### src/rtl/serial_adder_pkg.sv
// -----------------------------------------------------------------------------
// serial_adder_pkg
// Shared definitions for the bit-serial adder:
//   - state_t        : FSM state encoding (IDLE / SHIFT / DONE)
//   - DEFAULT_WIDTH  : default operand width
//   - cnt_width()    : width of the bit counter for a given operand width
// -----------------------------------------------------------------------------
package serial_adder_pkg;

  // Operand width used when the top is instantiated without overriding WIDTH.
  localparam int DEFAULT_WIDTH = 8;

  // Three-state control FSM; encoding is fixed so other blocks can decode it.
  typedef enum logic [1:0] {
    IDLE  = 2'd0,
    SHIFT = 2'd1,
    DONE  = 2'd2
  } state_t;

  // The counter only has to reach WIDTH-1, so clog2(WIDTH) bits are enough.
  // A one-bit floor keeps the vector legal for degenerate widths.
  function automatic int cnt_width(input int w);
    int r;
    if (w < 2) begin
      r = 1;
    end else begin
      r = $clog2(w);
    end
    return r;
  endfunction

endpackage

### src/rtl/serial_adder_seq_adder.sv
// -----------------------------------------------------------------------------
// serial_adder_seq_adder
// One-bit full-adder cell, used as the bit slice of the serial adder.
// Ports:
//   a, b  (in)  : operand bits
//   cin   (in)  : carry in
//   sum   (out) : a ^ b ^ cin
//   cout  (out) : majority(a, b, cin)
// -----------------------------------------------------------------------------
module serial_adder_seq_adder (
  input  logic a,
  input  logic b,
  input  logic cin,
  output logic sum,
  output logic cout
);

  assign sum  = a ^ b ^ cin;
  assign cout = (a & b) | (a & cin) | (b & cin);

endmodule

### src/rtl/serial_adder_seq.sv
// -----------------------------------------------------------------------------
// serial_adder_seq
// Bit-serial adder: computes a_in + b_in + cin_in one bit per clock, LSB first,
// through a single full-adder slice.
// Ports:
//   clk      (in)        : clock, all state changes on the rising edge
//   rst      (in)        : synchronous active-high reset, overrides start
//   start    (in)        : load operands and begin an add (IDLE or DONE only)
//   a_in     (in, WIDTH) : operand A, captured on an accepted start
//   b_in     (in, WIDTH) : operand B, captured on an accepted start
//   cin_in   (in)        : initial carry, captured on an accepted start
//   busy     (out)       : high for the WIDTH cycles of SHIFT
//   done     (out)       : one-cycle pulse in DONE; results valid from then on
//   sum_out  (out, WIDTH): registered sum modulo 2^WIDTH, held until next DONE
//   cout_out (out)       : registered carry out of the MSB, held likewise
// Timing: start accepted in cycle 0 -> busy in cycles 1..WIDTH -> done in
// cycle WIDTH+1. All outputs come straight from flops.
// -----------------------------------------------------------------------------
module serial_adder_seq #(
  parameter int WIDTH = serial_adder_pkg::DEFAULT_WIDTH
) (
  input  logic             clk,
  input  logic             rst,
  input  logic             start,
  input  logic [WIDTH-1:0] a_in,
  input  logic [WIDTH-1:0] b_in,
  input  logic             cin_in,
  output logic             busy,
  output logic             done,
  output logic [WIDTH-1:0] sum_out,
  output logic             cout_out
);

  import serial_adder_pkg::*;

  localparam int CW = cnt_width(WIDTH);
  localparam logic [CW-1:0] LAST_BIT = CW'(WIDTH - 1);

  state_t           state;
  logic [WIDTH-1:0] a_sh;
  logic [WIDTH-1:0] b_sh;
  logic [WIDTH-1:0] res_sh;
  logic             carry;
  logic [CW-1:0]    cnt;

  logic             slice_sum;
  logic             slice_cout;
  logic [WIDTH-1:0] res_next;

  // Single bit slice; the carry register closes the ripple loop through time.
  serial_adder_seq_adder u_slice (
    .a    (a_sh[0]),
    .b    (b_sh[0]),
    .cin  (carry),
    .sum  (slice_sum),
    .cout (slice_cout)
  );

  // Result register after this cycle's shift: new bit enters at the MSB so
  // that after WIDTH shifts bit 0 of the sum sits at position 0.
  assign res_next = {slice_sum, res_sh[WIDTH-1:1]};

  // Control FSM plus all datapath and output registers.
  always_ff @(posedge clk) begin
    if (rst) begin
      state    <= IDLE;
      a_sh     <= '0;
      b_sh     <= '0;
      res_sh   <= '0;
      carry    <= 1'b0;
      cnt      <= '0;
      busy     <= 1'b0;
      done     <= 1'b0;
      sum_out  <= '0;
      cout_out <= 1'b0;
    end else begin
      case (state)
        IDLE: begin
          done <= 1'b0;
          if (start) begin
            a_sh   <= a_in;
            b_sh   <= b_in;
            carry  <= cin_in;
            res_sh <= '0;
            cnt    <= '0;
            busy   <= 1'b1;
            state  <= SHIFT;
          end else begin
            busy  <= 1'b0;
            state <= IDLE;
          end
        end

        SHIFT: begin
          // start is deliberately not looked at here: operands are frozen.
          a_sh   <= a_sh >> 1;
          b_sh   <= b_sh >> 1;
          res_sh <= res_next;
          carry  <= slice_cout;
          if (cnt == LAST_BIT) begin
            // Last bit: publish the result on the same edge we enter DONE.
            sum_out  <= res_next;
            cout_out <= slice_cout;
            busy     <= 1'b0;
            done     <= 1'b1;
            state    <= DONE;
          end else begin
            cnt   <= cnt + 1'b1;
            busy  <= 1'b1;
            done  <= 1'b0;
            state <= SHIFT;
          end
        end

        DONE: begin
          done <= 1'b0;
          if (start) begin
            // Back-to-back operation: reload without passing through IDLE.
            a_sh   <= a_in;
            b_sh   <= b_in;
            carry  <= cin_in;
            res_sh <= '0;
            cnt    <= '0;
            busy   <= 1'b1;
            state  <= SHIFT;
          end else begin
            busy  <= 1'b0;
            state <= IDLE;
          end
        end

        default: begin
          // Unreachable encoding: recover quietly to IDLE.
          busy  <= 1'b0;
          done  <= 1'b0;
          cnt   <= '0;
          state <= IDLE;
        end
      endcase
    end
  end

endmodule

### config.mk
export PLATFORM = sky130hd
export DESIGN_NAME = serial_adder_seq
export DESIGN_NICKNAME = d
export VERILOG_FILES = /design/src/rtl/serial_adder_pkg.sv /design/src/rtl/serial_adder_seq_adder.sv /design/src/rtl/serial_adder_seq.sv
export SDC_FILE = /design/constraint.sdc
export NUM_CORES = 1
export LEC_CHECK = 0
export ABC_CLOCK_PERIOD_IN_PS = 1600
export BUFFER_PORTS_ARGS = -buffer_cell sky130_fd_sc_hd__clkbuf_2
export CORE_UTILIZATION = 30
export CTS_BUF_LIST = sky130_fd_sc_hd__clkbuf_2 sky130_fd_sc_hd__clkbuf_4 sky130_fd_sc_hd__clkbuf_8
export CTS_CLUSTER_DIAMETER = 30
export CTS_CLUSTER_SIZE = 14
export DETAILED_ROUTE_END_ITERATION = 8
export SLEW_MARGIN = 20
export SYNTH_ARGS = -nofsm -noshare
export SYNTH_HDL_FRONTEND = slang
export SYNTH_HIERARCHICAL = 1
export SYNTH_SLANG_ARGS = --single-unit
### constraint.sdc
create_clock -name clk -period 1.6 [get_ports clk]
set_clock_uncertainty 0.15 [all_clocks]
set_input_delay 0.08 -clock clk [delete_from_list [all_inputs] [get_ports clk]]
set_output_delay 0.08 -clock clk [all_outputs]
set_load 0.01 [all_outputs]
# ---- Word level (Yosys, flattened, before mapping)
# Index checks and enable logic that the tools add are counted.
dict set report word_totals {
  wordCells 49
  ff_bits 41
  out_inout_bits 11
}
dict set report op_classes {
  n_bitwise 8
  muxes 18
  n_reduce_logical 7
  addsub 1
  n_eq_ne 5
}
# operator count
set ops {}
lappend ops {{8-bit case mux with 2 select lines} 3}
lappend ops {{8-bit 2-to-1 mux} 3}
lappend ops {{3-bit 2-to-1 mux} 2}
lappend ops {{3-bit case mux with 2 select lines} 1}
lappend ops {{2-bit AND reduction} 3}
lappend ops {{1-bit 2-to-1 mux} 5}
lappend ops {{1-bit case mux with 2 select lines} 2}
lappend ops {{2-bit case mux with 2 select lines} 1}
lappend ops {{2-bit OR reduction} 2}
lappend ops {{3-bit by 1-bit adder with 3-bit output (second input constant)} 1}
lappend ops {{1-bit AND} 3}
lappend ops {{3-bit == test (second input constant)} 1}
lappend ops {{2-bit by 1-bit == test with 1-bit output (second input constant)} 1}
lappend ops {{2-bit == test (second input constant)} 1}
lappend ops {{2-bit zero test} 1}
lappend ops {{2-bit 2-to-1 mux} 1}
lappend ops {{2-bit by 1-bit inequality test with 1-bit output (second input constant)} 1}
lappend ops {{2-bit inequality test (second input constant)} 1}
lappend ops {{1-bit bitwise OR} 2}
lappend ops {{2-bit nonzero test} 1}
lappend ops {{1-bit bitwise XOR} 2}
lappend ops {{1-bit NOT} 1}

# ---- Logic depth before layout (Yosys ltp)
# Gate-level depths: netlist of the first run.
dict set report logic_depth {
  depth_word 4
  depth_mapped 6
}

# ---- Cells and area by module
# Netlist of the first run, hierarchy kept.
# module instances seq_area_each_um2 cells_per_inst area_each_um2
set modules_own_cells {}
lappend modules_own_cells {serial_adder_seq 1 780.7 176 1617.8}
lappend modules_own_cells {serial_adder_seq_adder 1 0.0 1 20.0}

# ---- Least setup slack after synthesis of the first run
# OpenSTA, ideal clock, no wires.
dict set report synth_path {
  path_kind {flip-flop to flip-flop}
  startpoint {reg cnt[0]}
  endpoint {reg cnt[2]}
  stages_incl_launch_ff 7
  required_ns 1.318
  n_path_buf 1
  setup_slack_ns 0.055
  arrival_time_ns 1.263
  setup_ns 0.132
  cell_sequence {dfxtp_1 ha_1 ha_1 and3b_2 buf_2 o21ai_0 a21oi_1}
}
dict set report synth_between {
  elab_chain_len 3
  elab_cells_between_ends 6
  cone_classes {1 x add/sub; 2 x eq/ne; 2 x mux; 1 x reduce/logical}
}
# item line
set synth_rtl {}
lappend synth_rtl {{start: declaration} serial_adder_seq.sv:44} ;# logic [CW-1:0] cnt;
lappend synth_rtl {{start signal: assignment} serial_adder_seq.sv:108} ;# cnt <= cnt + 1'b1;
lappend synth_rtl {{3-bit by 1-bit adder with 3-bit output / 3-bit == test (equally long branches)} {serial_adder_seq.sv:108, serial_adder_seq.sv:100}}
lappend synth_rtl {{3-bit 2-to-1 mux / 2-bit inequality test (equally long branches)} --}
lappend synth_rtl {{3-bit case mux with 2 select lines / 2-bit AND reduction (equally long branches)} --}
# Parallel ways exist; a longest one is shown, timed or not. The select of a mux whose other input is x is not followed.
# A chain may end at the register's enable or synchronous reset.

# ---- Worst setup path in the final report of the first run
# Ends and elaborated chain as after synthesis.

==> metrics, run 1 <==
status=finished clean; worst hold slack=16.7 ps; crit path kind=flop to flop; Crit path buffers/inverters=0; largest net degree at the start of global routing=23; WP data required=1620 ps; clk_lat worst skew=290 ps; max-slew violations=0; DR vias=1404; total power=2.02 mW; cell leakage power=0.854 nW; Routability Congestion=0.733; first-pass GRT wire length=5900 µm; Layout area overhead=30.9%; Arrival @ worst endpoint=1520 ps; placed insts=273; Synth Register Bits=39; hold path startpoint=a_in[0]; Pre-Repair DR Iteration Count=4; drt via density=4.70; initial DRC count=106; Critical Path Sink Type=flop; worst vdd ir=0.000359 V; Hold Path Class=input pin to flop; Worst path top cell family by delay=adder cells; num rows=26; RSZ-0062 raised after global routing=false; Final WS setup=103 ps; Root Driver=clkbuf_8; post-synth cell types=26; final instance area=0.00214 mm²; n_diodes=0; Reg2Reg Setup Slack=100 ps; sequential area share after synthesis=47.7%; Max Cap Violations=0; Final setup viols=0; Gate Count Post-Synth=177; Hold Vio Cnt, Final=0; TNS Setup=0 ps; I/O Buffers=30; R2R Path Start=cnt[0]; Clock transition at path regs=70 ps; slowest CP cell=dfxtp_1; post-synth net total=200; worst hold path endpoint=a_sh[0]; ANT nets after route=0; Hold Path Cell Cnt=3; initial antenna violation count=0; Syn Std Cell Area=0.00164 mm²; Synth Area per Inst=9.25 µm²; Setup Buffers After CTS=0; TritonCTS clock tree=built; DR WL/cell=12.1 µm; Crit Path Max Fanout=6; R2R depth=5; Worst path depth=5; Num CTS Buffers=5; pre-CTS setup slack=56.0 ps; Worst-Margin Slew=385 ps; num ports=31; nets@finish=251; Max clock buf depth=2; DIE AREA=0.00576 mm²; max_slew headroom=74.3%; critical path, cell by cell=ha_1 -> ha_2 -> and3b_2 -> o21ai_0 -> a21oi_1; Setup crit start kind=flop; GRT overflow=0; GRT Util Overall=13.5%; share of cells above drive strength 1=23.6%; most frequent cells in the layout=39 x dfxtp_1, 36 x a21oi_1, 30 x nand2_1, 30 x clkbuf_2, 17 x dlygate4sd3_1; Initial Utilization=31.7%; count of warnings emitted by yosys=6; final worst-path cycle share=93.6%; vias in the first global route=1272; DP Area=0.00185 mm²; reg-to-reg endpoint=cnt[2]; CTS sink cnt=39; maximum clock rate=0.668 GHz; H-tree depth=2; fin crit period=1500 ps; pwr dens=941 mW/mm²; final WL=3620 µm; CORE AREA=0.00517 mm²; fin util=41.5%; Die X=75.9 µm; DRC errors left=0; worst stage delay on the critical path=320 ps; most common cell after layout, fill and taps aside=dfxtp_1; die height=75.9 µm; fillcell total=539; Final HPWL DP=2350 µm; fin cells=299
cells in the mapped netlist (all sizes together):
cell	instances	area, µm²
a2111oi	1	8.76
a211oi	15	123
a21oi	36	180
and2	1	6.26
and2b	2	15.0
and3b	1	10.0
buf	9	71.3
clkbuf	5	30.0
dfxtp	39	781
fa	1	20.0
ha	2	25.0
mux2i	15	150
nand2	30	113
nand2b	1	6.26
nand3b	1	7.51
nor2	4	17.5
nor3b	1	7.51
o21ai	12	60.1
or2	1	6.26
tightest hold or removal path, cell delays in order:
cell	delay (ps)
clkbuf_2	80
mux2i_1	160
a211oi_2	90
sequential cells by signal, summed over array words and instances, names as in the netlist:
name / flops
cnt: 3
res_sh: 7
a_sh: 8
done: 1
state: 2
b_sh: 8
sum_out: 8
cout_out: 1
carry: 1
layer usage:
layer	global-route usage, %	vias up	wire [µm]
li1	-	727	-
met2	20.1	27	1590
met4	5.56	0	64
met5	0	-	0
met3	3.17	6	125
met1	18.8	644	1840
area by class of cell:
type	instances	area, µm²	area share [%]
Timing Repair Buffer	57	395	18.4
Clock buffer	8	104	4.84
Sequential cell	39	781	36.4
Multi-Input combinational cell	125	777	36.2
Tap cell	70	87.6	4.08
cell families after synthesis:
kind of cell	count (synthesis)	synth area share [%]
buf+inv	14	6.19
compound gates	64	22.7
simple gates	42	11.5
fa+ha+maj	3	2.75
flops	39	47.7
mux	15	9.17
worst max-delay path by stage:
stage	start	to
finish	cnt[0]	cnt[2]
global route	cnt[0]	cnt[2]
CTS	cnt[0]	cnt[2]
detailed placement	cnt[0]	cnt[2]
global placement	cnt[0]	cnt[1]
floorplan	cnt[0]	cnt[2]
timing repair:
action,in CTS,in global routing
endpoints found under the hold margin,17,0
resized for setup,0,4
hold buffers,17,0
endpoints found under the setup margin,0,11
power breakdown:
group,switching (mW),internal [mW]
Combinational,0.115,0.123
Clock,0.329,0.410
Sequential,0.0266,1.01
No activity file was read; power rests on OpenSTA's default activity.
==> run 2: changes to the inputs <==
ABC_CLOCK_PERIOD_IN_PS = 1300   (was 1600)
GPL_TIMING_DRIVEN = 0   (was unset)
clock period = 1.3 ns   (was 1.6 ns; I/O delays follow)
==> metrics, run 2 (synthesis results as in run 1) <==
Worst path top cell family by delay=flip-flops; critical path, cell by cell=ha_4 -> ha_4 -> and3b_2 -> buf_6 -> o21ai_2 -> a21oi_1; Initial Utilization=31.7%; Hold Path Cell Cnt=3; Die X=75.9 µm; most frequent cells in the layout=36 x a21oi_1, 35 x dfxtp_1, 30 x nand2_1, 30 x clkbuf_2, 17 x dlygate4sd3_1; pwr dens=1090 mW/mm²; GRT overflow=0; cell leakage power=0.864 nW; num ports=31; fin util=43.0%; Crit path buffers/inverters=1; Gate power share=12.9%; TNS Setup=-2030 ps; Worst-Margin Slew=528 ps; R2R depth=6; Switch Pwr=0.624 mW; Hold Path Class=input pin to flop; first-pass GRT wire length=6320 µm; nets@finish=255; final WL=3850 µm; WP data required=1310 ps; final worst-path cycle share=114%; vias in the first global route=1344; Worst setup startpoint=cnt[0]; Reg power frac=52.8%; H-tree depth=2; net switching fraction of the power=25.6%; most common cell after layout, fill and taps aside=a21oi_1; Worst path depth=6; GRT Util Overall=14.9%; drt via density=4.71; pre-CTS setup slack=-189 ps; Routability Congestion=0.789; hold path startpoint=start; Final WS setup=-187 ps; ANT nets after route=0; failing checks=negative setup slack; initial DRC count=81; Clock transition at path regs=70 ps; max_slew headroom=64.8%; worst stage delay on the critical path=340 ps; fin crit period=1490 ps; Top Registers=a_sh x8, b_sh x8, sum_out x8; clock network power share=34.3%; n_diodes=0; Final setup viols=23; I/O Buffers=30; TritonCTS clock tree=built; clk_lat worst skew=290 ps; internal power=1.81 mW; fin cells=303; Pre-Repair DR Iteration Count=4; initial antenna violation count=0; status=complete, but fails checks; Crit Path Max Fanout=10; RSZ-0062 raised after global routing=true; Layout area overhead=35.8%; slowest CP cell=dfxtp_2; placed insts=277; maximum clock rate=0.672 GHz; largest net degree at the start of global routing=13; CTS sink cnt=39; die height=75.9 µm; Critical Path Sink Type=flop; Num CTS Buffers=5; max-slew violations=0; share of cells above drive strength 1=27.9%; DR WL/cell=12.7 µm; Max clock buf depth=2; CORE AREA=0.00517 mm²; Max Cap Violations=0; Root Driver=clkbuf_8; Arrival @ worst endpoint=1500 ps; worst vdd ir=0.000496 V; worst hold slack=9.80 ps; Setup crit start kind=flop; Hold Vio Cnt, Final=0; DIE AREA=0.00576 mm²; DR vias=1427; most frequent CP cell=ha_4; R2R Path Start=cnt[0]; Final HPWL DP=2510 µm; DRC errors left=0; crit path kind=flop to flop; num rows=26
-- run 2: layout make-up --
type | instances | area [µm²]
clock buffers | 6 | 76.3
well taps | 70 | 87.6
repair buffers | 49 | 335
fillers | 511 | 2950
plain buffers | 13 | 118
flip-flops and latches | 39 | 788
multi-input cells | 124 | 806
clock inverters | 2 | 12.5
-- run 2: through the flow --
stage                     cell area, µm²  total power [mW]
final                               2220              2.43
after global routing                2220              2.55
after CTS                           2190              2.44
after detailed placement            1910              1.58
after global placement              1910              1.57
after floorplan                     1670              1.49
-- run 2: worst register-to-register path, cell delays in order (launching register included) --
cell and delay (ps):
dfxtp_2 340, ha_4 160, ha_4 160, and3b_2 220
buf_6 150, o21ai_2 110, a21oi_1 70
-- run 2: final timing paths --
| check | to | slack [ps] |
|---|---|---|
| max | cnt[2] | -190 |
| min reg2reg | sum_out[4] | 310 |
| min | state[0] | 10 |
| max reg2reg | cnt[2] | -190 |
-- run 2: metal layers --
metal / up-vias / track usage (%) / share of wire [%]
met2: 25 / 22.7 / 43
met4: 0 / 5.56 / 1.8
met1: 654 / 20.3 / 52
li1: 741 / - / -
met5: - / 0 / 0
met3: 7 / 3.57 / 3.1
-- run 2: power groups by stage --
| stage | logic [mW] | registers, mW | clock network [mW] |
|---|---|---|---|
| 3_5_place_dp | 0.265 | 1.31 | 0 |
| 6_report | 0.313 | 1.29 | 0.835 |
| 4_1_cts | 0.309 | 1.28 | 0.846 |
| 5_1_grt | 0.348 | 1.29 | 0.908 |
| 3_3_place_gp | 0.263 | 1.31 | 0 |
| 2_1_floorplan | 0.189 | 1.30 | 0 |
-- run 2: timing repair --
action	4_1_cts	5_1_grt
hold endpoints to repair	17	0
setup buffers	0	2
endpoints found under the setup margin	34	34
gates resized for setup	8	14
pin swaps	0	2
hold buffers	17	0
==> run 3: changes to the inputs <==
SKIP_CTS_REPAIR_TIMING = 1   (was unset)
==> metrics, run 3 (synthesis results as in run 1) <==
final instance area=0.00229 mm²; Final WS setup=-172 ps; Arrival @ worst endpoint=1480 ps; final worst-path cycle share=113%; Max Cap Violations=0; fin crit period=1470 ps; DR WL/cell=12.8 µm; Layout area overhead=40.0%; maximum clock rate=0.679 GHz; num ports=31; CORE AREA=0.00517 mm²; largest net degree at the start of global routing=13; Die X=75.9 µm; Crit path buffers/inverters=1; Setup crit start kind=flop; Routability Congestion=0.789; n_diodes=0; Critical Path Sink Type=flop; GRT Util Overall=14.6%; GRT overflow=0; I/O Buffers=30; worst stage delay on the critical path=340 ps; max_slew headroom=63.7%; Hold Vio Cnt, Final=0; share of cells above drive strength 1=30.8%; max-slew violations=0; WP data required=1310 ps; H-tree depth=2; final WL=3920 µm; Top Registers=a_sh x8, b_sh x8, sum_out x8; most frequent CP cell=ha_4; Max clock buf depth=2; fin cells=307; drt via density=4.73; Pre-Repair DR Iteration Count=4; die height=75.9 µm; nets@finish=259; status=complete, but fails checks; pre-CTS setup slack=-189 ps; DR vias=1453; DRC errors left=0; cell leakage power=0.886 nW; ANT nets after route=0; most frequent cells in the layout=35 x dfxtp_1, 33 x a21oi_1, 30 x clkbuf_2; worst vdd ir=0.000486 V; most common cell after layout, fill and taps aside=dfxtp_1; critical path, cell by cell=ha_4 -> ha_4 -> and3b_2 -> buf_6 -> o21ai_2 -> a21oi_1; Final setup viols=18; TritonCTS clock tree=built; Worst path top cell family by delay=flip-flops; placed insts=277; num rows=26; CTS sink cnt=39; Root Driver=clkbuf_8; pwr dens=1070 mW/mm²; RSZ-0062 raised after global routing=true; vias in the first global route=1268; slowest CP cell=dfxtp_2; initial DRC count=92; Num CTS Buffers=5; Clock transition at path regs=80 ps; DIE AREA=0.00576 mm²; Hold Path Class=input pin to flop; crit path kind=flop to flop; DP Area=0.00191 mm²; Crit Path Max Fanout=10; Initial Utilization=31.7%; first-pass GRT wire length=6120 µm; initial antenna violation count=0; fillcell total=511; Final HPWL DP=2510 µm; clk_lat worst skew=290 ps; Worst-Margin Slew=545 ps; failing checks=negative setup slack
-- run 3: cell types whose count changed in the layout (fill, tap and decap cells not counted), sizes merged --
| cell | previous run | this run |
|---|---|---|
| buf | 11 | 15 |
| clkbuf | 40 | 39 |
| dlygate4sd3 | 17 | 18 |
-- run 3: area by class of cell --
class                           instances  area, µm²  share of cell area (%)
Buffer                                 13        121                    5.29
Clock buffer                            6       76.3                    3.33
Clock inverter                          2       12.5                   0.546
Multi-Input combinational cell        124        838                    36.6
Sequential cell                        39        788                    34.4
Tap cell                               70       87.6                    3.82
Timing Repair Buffer                   53        368                    16.0
-- run 3: power breakdown --
part           switching, mW  total (mW)  internal [mW]
Combinational          0.156       0.342          0.186
Sequential            0.0400        1.29           1.25
Clock                  0.436       0.832          0.396
Total                  0.632        2.46           1.83
-- run 3: per-layer routing --
| layer | vias to the layer above | GRT usage, % | routed length [µm] |
|---|---|---|---|
| li1 | 747 | - | - |
| met1 | 673 | 19.8 | 1960 |
| met2 | 28 | 21.8 | 1790 |
| met3 | 5 | 3.97 | 134 |
| met4 | 0 | 5.56 | 38 |
| met5 | - | 0 | 0 |
-- run 3: path summary, 6_finish.rpt --
check,startpoint,endpoint,slack [ps],cells past startpoint
max,cnt[0],cnt[2],-170,6
max reg2reg,cnt[0],cnt[2],-170,6
min,start,res_sh[1],40,4
min reg2reg,sum_out[4],sum_out[4],310,2
-- run 3: tightest hold or removal path, stage by stage --
cell and delay, ps:
clkbuf_2 120, nor2_4 60, o21ai_1 120, a21oi_1 60
-- run 3: metrics by stage --
step           utilization (%)  power (mW)  TNS (ps)  hold WS, ps
2_1_floorplan                -        1.49      -426        -1.03
3_3_place_gp              36.9        1.57     -3510          144
3_5_place_dp              36.9        1.58     -3500          136
4_1_cts                   38.7        2.40     -3930         -165
5_1_grt                   44.3        2.58     -3160         77.6
6_report                  44.3        2.46     -1500         35.9
